==> config.mk <==
export PLATFORM = sky130hd
export DESIGN_NAME = tick_sched
export DESIGN_NICKNAME = d
export VERILOG_FILES = /design/src/rtl/tick_sched.sv
export SDC_FILE = /design/constraint.sdc
export NUM_CORES = 1
export LEC_CHECK = 0
export BUFFER_PORTS_ARGS = -buffer_cell sky130_fd_sc_hd__buf_2
export CELL_PAD_IN_SITES_DETAIL_PLACEMENT = 1
export CELL_PAD_IN_SITES_GLOBAL_PLACEMENT = 2
export CORE_AREA = 10 10 107 109
export CTS_CLUSTER_SIZE = 16
export DETAILED_ROUTE_END_ITERATION = 8
export DIE_AREA = 0 0 117 119
export PLACE_DENSITY = 0.92
export SETUP_SLACK_MARGIN = 0.4
export SLEW_MARGIN = 20
export SYNTH_ARGS = -nofsm -noshare
export SYNTH_HDL_FRONTEND = slang
export SYNTH_SLANG_ARGS = --single-unit
==> constraint.sdc <==
create_clock -name sys_clk -period 7.6 [get_ports sys_clk]
set_clock_uncertainty 0.1 [all_clocks]
set_input_delay 0.76 -clock sys_clk [delete_from_list [all_inputs] [get_ports sys_clk]]
set_output_delay 0.76 -clock sys_clk [all_outputs]
set_load 0.1 [all_outputs]
==> src/rtl/tick_sched.sv <==
// tick_sched: shared delay-timer scheduler.
// One prescaler (sys_clk -> TICK_FREQ tick) and one countdown, time-shared
// between N_REQ requesters through a round-robin arbiter. Each winner gets a
// one-shot delay of dly ticks followed by a single-cycle done pulse.
// Ports:
//   sys_clk  system clock, rising edge
//   rst_n    asynchronous active-low reset
//   req      level request per client, held until done or withdrawn
//   dly      packed delays, client i at [i*DLY_W +: DLY_W], sampled at grant
//   gnt      one-hot registered grant, zero when idle
//   done     one-cycle registered completion pulse for the served client
//   busy     high whenever the scheduler is not idle
//   tick     prescaler tick pulse, only while counting
module tick_sched #(
    parameter int CLK_FREQ  = 50_000_000,
    parameter int TICK_FREQ = 5_000,
    parameter int N_REQ     = 4,
    parameter int DLY_W     = 16
) (
    input  logic                     sys_clk,
    input  logic                     rst_n,
    input  logic [N_REQ-1:0]         req,
    input  logic [N_REQ*DLY_W-1:0]   dly,
    output logic [N_REQ-1:0]         gnt,
    output logic [N_REQ-1:0]         done,
    output logic                     busy,
    output logic                     tick
);
    localparam int TICK_DIV = CLK_FREQ / TICK_FREQ;
    localparam int PW       = $clog2(TICK_DIV);
    localparam int IW       = $clog2(N_REQ);

    typedef enum logic [1:0] {IDLE, COUNT, DONE} state_t;

    state_t             state_q, state_d;
    logic [N_REQ-1:0]   gnt_q, gnt_d;
    logic [N_REQ-1:0]   done_q, done_d;
    logic [PW-1:0]      pre_q, pre_d;
    logic [DLY_W-1:0]   rem_q, rem_d;
    logic [IW-1:0]      ptr_q, ptr_d;
    logic [IW-1:0]      win_q, win_d;

    logic               arb_hit;
    logic [IW-1:0]      arb_idx;
    logic [N_REQ-1:0]   arb_oh;
    logic [DLY_W-1:0]   arb_dly;
    logic               tick_w;

    // Round-robin search starting just after the last served client.
    always_comb begin
        arb_hit = 1'b0;
        arb_idx = ptr_q;
        for (int k = 1; k <= N_REQ; k++) begin
            if (!arb_hit && req[(int'(ptr_q) + k) % N_REQ]) begin
                arb_hit = 1'b1;
                arb_idx = IW'((int'(ptr_q) + k) % N_REQ);
            end
        end
    end

    assign arb_oh  = N_REQ'(1) << arb_idx;
    assign arb_dly = dly[arb_idx*DLY_W +: DLY_W];
    assign tick_w  = (state_q == COUNT) && (pre_q == PW'(TICK_DIV - 1));

    always_comb begin
        state_d = state_q;
        gnt_d   = gnt_q;
        done_d  = done_q;
        pre_d   = pre_q;
        rem_d   = rem_q;
        ptr_d   = ptr_q;
        win_d   = win_q;
        case (state_q)
            IDLE: begin
                if (arb_hit) begin
                    gnt_d   = arb_oh;
                    win_d   = arb_idx;
                    rem_d   = arb_dly;
                    pre_d   = '0;
                    // A zero delay completes immediately without counting.
                    state_d = (arb_dly != '0) ? COUNT : DONE;
                    done_d  = (arb_dly != '0) ? '0 : arb_oh;
                end
            end
            COUNT: begin
                if (!req[win_q]) begin
                    // Withdrawn: abandon silently, client drops to lowest priority.
                    gnt_d   = '0;
                    pre_d   = '0;
                    ptr_d   = win_q;
                    state_d = IDLE;
                end else if (tick_w) begin
                    pre_d = '0;
                    rem_d = rem_q - DLY_W'(1);
                    if (rem_q == DLY_W'(1)) begin
                        state_d = DONE;
                        done_d  = gnt_q;
                    end
                end else begin
                    pre_d = pre_q + PW'(1);
                end
            end
            DONE: begin
                done_d  = '0;
                gnt_d   = '0;
                ptr_d   = win_q;
                state_d = IDLE;
            end
            default: state_d = IDLE;
        endcase
    end

    always_ff @(posedge sys_clk or negedge rst_n) begin
        if (!rst_n) begin
            state_q <= IDLE;
            gnt_q   <= '0;
            done_q  <= '0;
            pre_q   <= '0;
            rem_q   <= '0;
            ptr_q   <= IW'(N_REQ - 1);
            win_q   <= '0;
        end else begin
            state_q <= state_d;
            gnt_q   <= gnt_d;
            done_q  <= done_d;
            pre_q   <= pre_d;
            rem_q   <= rem_d;
            ptr_q   <= ptr_d;
            win_q   <= win_d;
        end
    end

    assign gnt  = gnt_q;
    assign done = done_q;
    assign busy = (state_q != IDLE);
    assign tick = tick_w;
endmodule
==> results of run 1 <==
==> sequential cells by signal, summed over array words and instances (netlist names) <==
signal and cells:
ptr_q 2, pre_q 14, done 4, gnt 4, state_q 2, rem_q 16, win_q 2
==> Yosys cell counts (6+ instances only) <==
master / number
mux2i_1: 54
dfrtp_1: 42
nand2_1: 34
o21ai_0: 30
nor2_1: 27
a21oi_1: 15
nand3_1: 15
nor3_1: 11
a21o_1: 9
inv_1: 8
and3_1: 7
nor4_1: 7
a22o_1: 6
clkbuf_1: 6
ha_1: 6
or3_1: 6
xor2_1: 6
==> final cells by class <==
type,count,area share (%)
clock buffer,6,2.252
timing repair buffer,81,11.26
multi-input combinational,277,51.18
tap,114,3.889
sequential,44,30.09
clock inverter,2,0.4094
inverter,9,0.9212
==> kinds of logic (layout without fill, tap and decap cells) <==
| group | Yosys count | after routing | synth area share, % |
|---|---|---|---|
| mux | 58 | 58 | 19.41 |
| flops | 44 | 44 | 35.90 |
| buf+inv | 21 | 98 | 3.052 |
| xor+xnor | 8 | 8 | 2.279 |
| compound gates | 77 | 77 | 16.04 |
| fa+ha+maj | 6 | 6 | 2.442 |
| simple gates | 128 | 128 | 20.88 |
==> power by group through the flow <==
stage | clock [mW] | combinational, mW | sequential [mW]
floorplan | 0 | 0.672 | 0.452
global placement | 0 | 0.905 | 0.407
detailed placement | 0 | 0.934 | 0.411
CTS | 0.165 | 0.935 | 0.408
global route | 0.173 | 1.03 | 0.424
finish | 0.160 | 0.926 | 0.409
==> path summary, 6_finish.rpt <==
check | start | endpoint | slack [ns] | cells past startpoint
max | req[1] | state_q[1] | 4.33 | 9
min | rst_n | pre_q[2] | 0.35 | 1
max reg2reg | ptr_q[1] | state_q[1] | 4.38 | 8
min reg2reg | gnt[1] | gnt[1] | 0.42 | 2
max in group asynchronous | rst_n | rem_q[5] | 6.65 | 1
min in group sys_clk | gnt[1] | gnt[1] | 0.42 | 2
==> per-stage QoR <==
stage                     total power [mW]  utilization [%]  instances
after global routing                 1.627            38.77        533
after CTS                            1.508            38.74        533
final                                1.496            38.77        533
after global placement               1.313            37.71        525
after detailed placement             1.345            37.71        525
after floorplan                      1.124                -        342
==> per-layer routing <==
layer | up-vias | part of all wire, % | global-route usage [%]
li1 | 1412 | - | -
met1 | 1384 | 46 | 16.37
met2 | 80 | 47 | 21.70
met3 | 12 | 6.0 | 3.614
met4 | 0 | 1.4 | 3.941
met5 | - | 0 | 0
==> layout by cell type, fill, tap and decap left out, drive strengths merged, types with 3 or more instances in the layout <==
| master | count |
|---|---|
| a21o | 9 |
| a21oi | 15 |
| a22o | 6 |
| a22oi | 4 |
| and2 | 3 |
| and3 | 7 |
| buf | 81 |
| clkbuf | 6 |
| dfrtp | 42 |
| ha | 6 |
| inv | 8 |
| mux2 | 3 |
| mux2i | 54 |
| nand2 | 35 |
| nand2b | 4 |
| nand3 | 15 |
| nand4 | 4 |
| nor2 | 27 |
| nor3 | 11 |
| nor4 | 9 |
| o21ai | 31 |
| o22ai | 4 |
| or3 | 6 |
| xor2 | 6 |
==> worst max-delay path, stage by stage <==
cell and delay [ns]:
buf_2 0.14, o21a_1 0.17, o21ai_1 0.20, nand2_2 0.58
mux2i_1 0.34, mux2i_1 0.14, nor4_1 0.38, nand4_1 0.33
a221oi_2 0.32
==> impl_metrics.toml, run 1 <==
[synthesis]
synth_area_per_cell_um2 = 8.989
synth_nets = 418
synth_area_leader_cell = "dfrtp_1"
ys.flop_type = "dfrtp_1"
ys_warn_count = 0
netlist_area_um2 = 3074
synth_edf_count = 0
synth.distinct_cells = 45
yosys_register_bits = 44
synth_area_leaders = "dfrtp_1 34%, mux2i_1 18%, o21ai_0 4.9%"
synth_cells = 342
yosysSeqAreaShare_pct = 35.90
async_reset_ff_share_pct = 100.0
synth_top_area_share_pct = 34.19

[clocking]
cts-hold-fix-buffers = 0
clock-sinks = 44
insertion_delay_ns = 0.31
cts.reportedPaths.clkPinSlew_ns = 0.09
cts_root_buf = "clkbuf_8"
cts_tree = "yes"
cts_inserted_buffers = 5
post_cts_resized = 0
htreeDepth = 2
post_cts.repair.setup_buffers = 0
clock_path_buffers = 2

[detailed_routing]
viasPerCell = 5.418
num_vias = 2888
drt.antenna.violating_nets = 0
dr.first_iter.drc_count = 160
wl_per_cell_um = 17.05
drc = 0
first_pass_iters = 4
drt_wl_total_um = 9089

[sta]
finalSetupViolCount = 0
fin_setup_tns_ns = 0
worstMarginPinSlew_ns = 0.9714
hold_violations = 0
min_period_ns = 3.272
clock.fmax_mhz = 305.6
slew_violations = 0
holdWs_ns = 0.3466
grt_setup_unrepaired = "no"
slew_headroom_pct = 35.01
post-route-period-util_pct = 43.05
setup_ws_ns = 4.328

[final_layout]
final_layout_size_suffix_gt1_share_pct = 24.11
seqCellArea_um2 = 1104
final_nets = 494
fin_area_um2 = 3667
n_antenna_cell = 0
area_delta_synth_final_pct = 19.29
multiInputGateArea_um2 = 1877
nFillCells = 1167

[power]
powerDensity_nw_per_um2 = 407.9
p_int_mw = 0.7345
leakage_nw = 1.740
switching_share_pct = 50.89
vdd_drop_max_mv = 0.1241
pwr-share-seq_pct = 27.4
switching_power_mw = 0.7613
power_frac_clock_pct = 10.7
p_comb_share_pct = 61.9

[place]
gp_congestion = 0.7809
port_buffers = 79
post-place-ws_ns = 3.950
dp_hpwl_um = 7212
placed_area_um2 = 3567

[die]
die_width_um = 117
die_y_um = 119
num_rows = 36
start_util_pct = 32.50
core_um2 = 9459
dieArea_um2 = 13920
boundaryPins = 80

[status]
status = "finished, final reports clean"

[global_route]
grt_max_degree = 45
grt_remaining_overflow = 0
grt_pass1_vias = 3107
grt.total_usage_pct = 13.21
grt_pass1_wl_um = 15220
antenna_found_initial = 0

[critical_path]
end_kind = "flop"
crit_type = "input port to flop"
arrival_ns = 3.39
crit_fanout = 34
crit_path_start_kind = "input port"
worst_ep_required_time_ns = 7.72

[job]
cap_violations = 0

[min_path]
hp-class = "input port to async pin"
No activity file was read; power rests on OpenSTA's default activity.
==> run 2, diff against run 1 <==
--- a/config.mk
+++ b/config.mk
@@ -8,11 +8,11 @@
 export BUFFER_PORTS_ARGS = -buffer_cell sky130_fd_sc_hd__buf_2
 export CELL_PAD_IN_SITES_DETAIL_PLACEMENT = 1
 export CELL_PAD_IN_SITES_GLOBAL_PLACEMENT = 2
-export CORE_AREA = 10 10 107 109
+export CORE_AREA = 10 10 116 118
 export CTS_CLUSTER_SIZE = 16
 export DETAILED_ROUTE_END_ITERATION = 8
-export DIE_AREA = 0 0 117 119
-export PLACE_DENSITY = 0.92
+export DIE_AREA = 0 0 126 128
+export PLACE_DENSITY = 0.84
 export SETUP_SLACK_MARGIN = 0.4
 export SLEW_MARGIN = 20
 export SYNTH_ARGS = -nofsm -noshare
==> constraint.sdc (replaced) <==
create_clock -name sys_clk -period 2.75 [get_ports sys_clk]
set_clock_uncertainty 0.1 [all_clocks]
set_input_delay 0.275 -clock sys_clk [delete_from_list [all_inputs] [get_ports sys_clk]]
set_output_delay 0.275 -clock sys_clk [all_outputs]
set_load 0.1 [all_outputs]
==> run 2 against run 1 <==
Effect of this change: critical endpoint unchanged; critical path type is now flop to flop; first-iteration DRC count is 19% lower; via count is 4.7% higher; hold slack better by 0.055 ns; final cell count is 11% higher; sequential share of layout area is 4.1 points lower.
==> impl_metrics.toml, run 2 (synthesized netlist as in run 1, its figures left out) <==
[status]
status = "finished, final reports clean"

[global_route]
grt_pass1_vias = 3317
grt_remaining_overflow = 0
grt.total_usage_pct = 12.53
antenna_found_initial = 0
grt_pass1_wl_um = 17080
grt_max_degree = 45

[final_layout]
regMostFlops = "rem_q"
final_layout_size_suffix_gt1_share_pct = 35.92
reg_top3 = "rem_q: 16 flops, pre_q: 14 flops"
final_common_cell = "buf_2"
final_nets = 527
multiInputGateArea_um2 = 2058
largest_reg_flops = 16
postLayoutCoreUtil_pct = 38.02
nFillCells = 1334
fin_area_um2 = 4267
final_cell_mix = "77 x buf_2, 53 x mux2i_1, 39 x dfrtp_1, 31 x nand2_1, 30 x o21ai_0"
area_delta_synth_final_pct = 38.79
n_antenna_cell = 0
seqCellArea_um2 = 1107

[power]
leakage_nw = 1.991
powerDensity_nw_per_um2 = 1184
vdd_drop_max_mv = 0.4507
finalPower_mw = 5.053

[critical_path]
crit_type = "flop to flop"
r2r-start = "ptr_q[1]"
rrSetupSlack_ns = 0.14
arrival_ns = 2.70
worst_ep_required_time_ns = 2.84
startpoint = "ptr_q[1]"
crit_fanout = 15
end_kind = "flop"
rr_worst_depth = 10
crit_path_start_kind = "flop"

[detailed_routing]
first_pass_iters = 4
drc = 0
drt.antenna.violating_nets = 0
wl_per_cell_um = 17.50
viasPerCell = 5.091
drt_wl_total_um = 10400
dr.first_iter.drc_count = 129
num_vias = 3024

[sta]
post-route-period-util_pct = 95.07
min_period_ns = 2.614
slew_headroom_pct = 60.28
hold_violations = 0
holdWs_ns = 0.4011
fin_setup_tns_ns = 0
slew_violations = 0
worstMarginPinSlew_ns = 0.5958
grt_setup_unrepaired = "yes"
clock.fmax_mhz = 382.5
finalSetupViolCount = 0

[clocking]
htreeDepth = 2
cts_root_buf = "clkbuf_16"
cts_tree = "yes"
clock_path_buffers = 2
cts_inserted_buffers = 5
insertion_delay_ns = 0.29
clock-sinks = 44
cts.reportedPaths.clkPinSlew_ns = 0.06

[die]
boundaryPins = 80
start_util_pct = 27.39
core_um2 = 11220
dieArea_um2 = 16130
die_y_um = 128
die_width_um = 126
num_rows = 39

[place]
dp_hpwl_um = 7570
port_buffers = 79
gp_congestion = 0.7838
placed_area_um2 = 3692

[min_path]
hp-class = "flop to flop"
min_from = "gnt[3]"
hold_depth = 2

[job]
cap_violations = 0
## run 2: critical path: stages, from the launching register on
cell and delay, ns:
dfstp_2 0.59, nor3_1 0.10, a31oi_4 0.19, nand2_4 0.15
buf_16 0.20, mux2i_1 0.16, mux2i_1 0.15, nor4_2 0.31
nand4_1 0.16, buf_6 0.17, a221oi_2 0.23
## run 2: final timing paths
| check | endpoint |
|---|---|
| min reg2reg | gnt[3] |
| min in group asynchronous | done[2] |
| max reg2reg | state_q[1] |
| min | gnt[3] |
| max | state_q[1] |
| max in group asynchronous | rem_q[7] |
## run 2: metrics by stage
stage / setup slack [ns] / instances
2_1_floorplan: 0.3691 / 342
3_3_place_gp: 0.1061 / 561
3_5_place_dp: 0.03290 / 561
4_1_cts: 0.1444 / 577
5_1_grt: 0.02998 / 594
6_report: 0.1355 / 594
## run 2: where the power goes
part / leakage (nW) / total [mW] / internal (mW) / switching [mW]
Clock: 0.0657 / 0.585 / 0.330 / 0.255
Combinational: 1.37 / 3.33 / 1.42 / 1.90
Sequential: 0.553 / 1.14 / 0.889 / 0.251
## run 2: cell type report
class	instances	share of cell area, %
tap	143	4.194
inverter	9	0.7918
clock inverter	2	0.2933
clock buffer	5	2.933
sequential	44	25.95
multi-input combinational	277	48.24
timing repair buffer	114	17.60
## run 2: per-layer routing
| metal | routed length, um | up-vias | GRT usage (%) |
|---|---|---|---|
| met2 | 4935 | 84 | 20.89 |
| met1 | 4767 | 1461 | 15.57 |
| met5 | 0 | - | 0 |
| met3 | 585 | 7 | 3.433 |
| li1 | - | 1472 | - |
| met4 | 106 | 0 | 3.282 |
## run 2: timing repair
| action | CTS | global route |
|---|---|---|
| pin swaps | 9 | 5 |
| gates resized for setup | 18 | 25 |
| cloned | 2 | 0 |
| setup endpoints to repair | 11 | 28 |
| hold buffers | 0 | 1 |
| endpoints found under the hold margin | 0 | 42 |
| setup buffers | 7 | 16 |
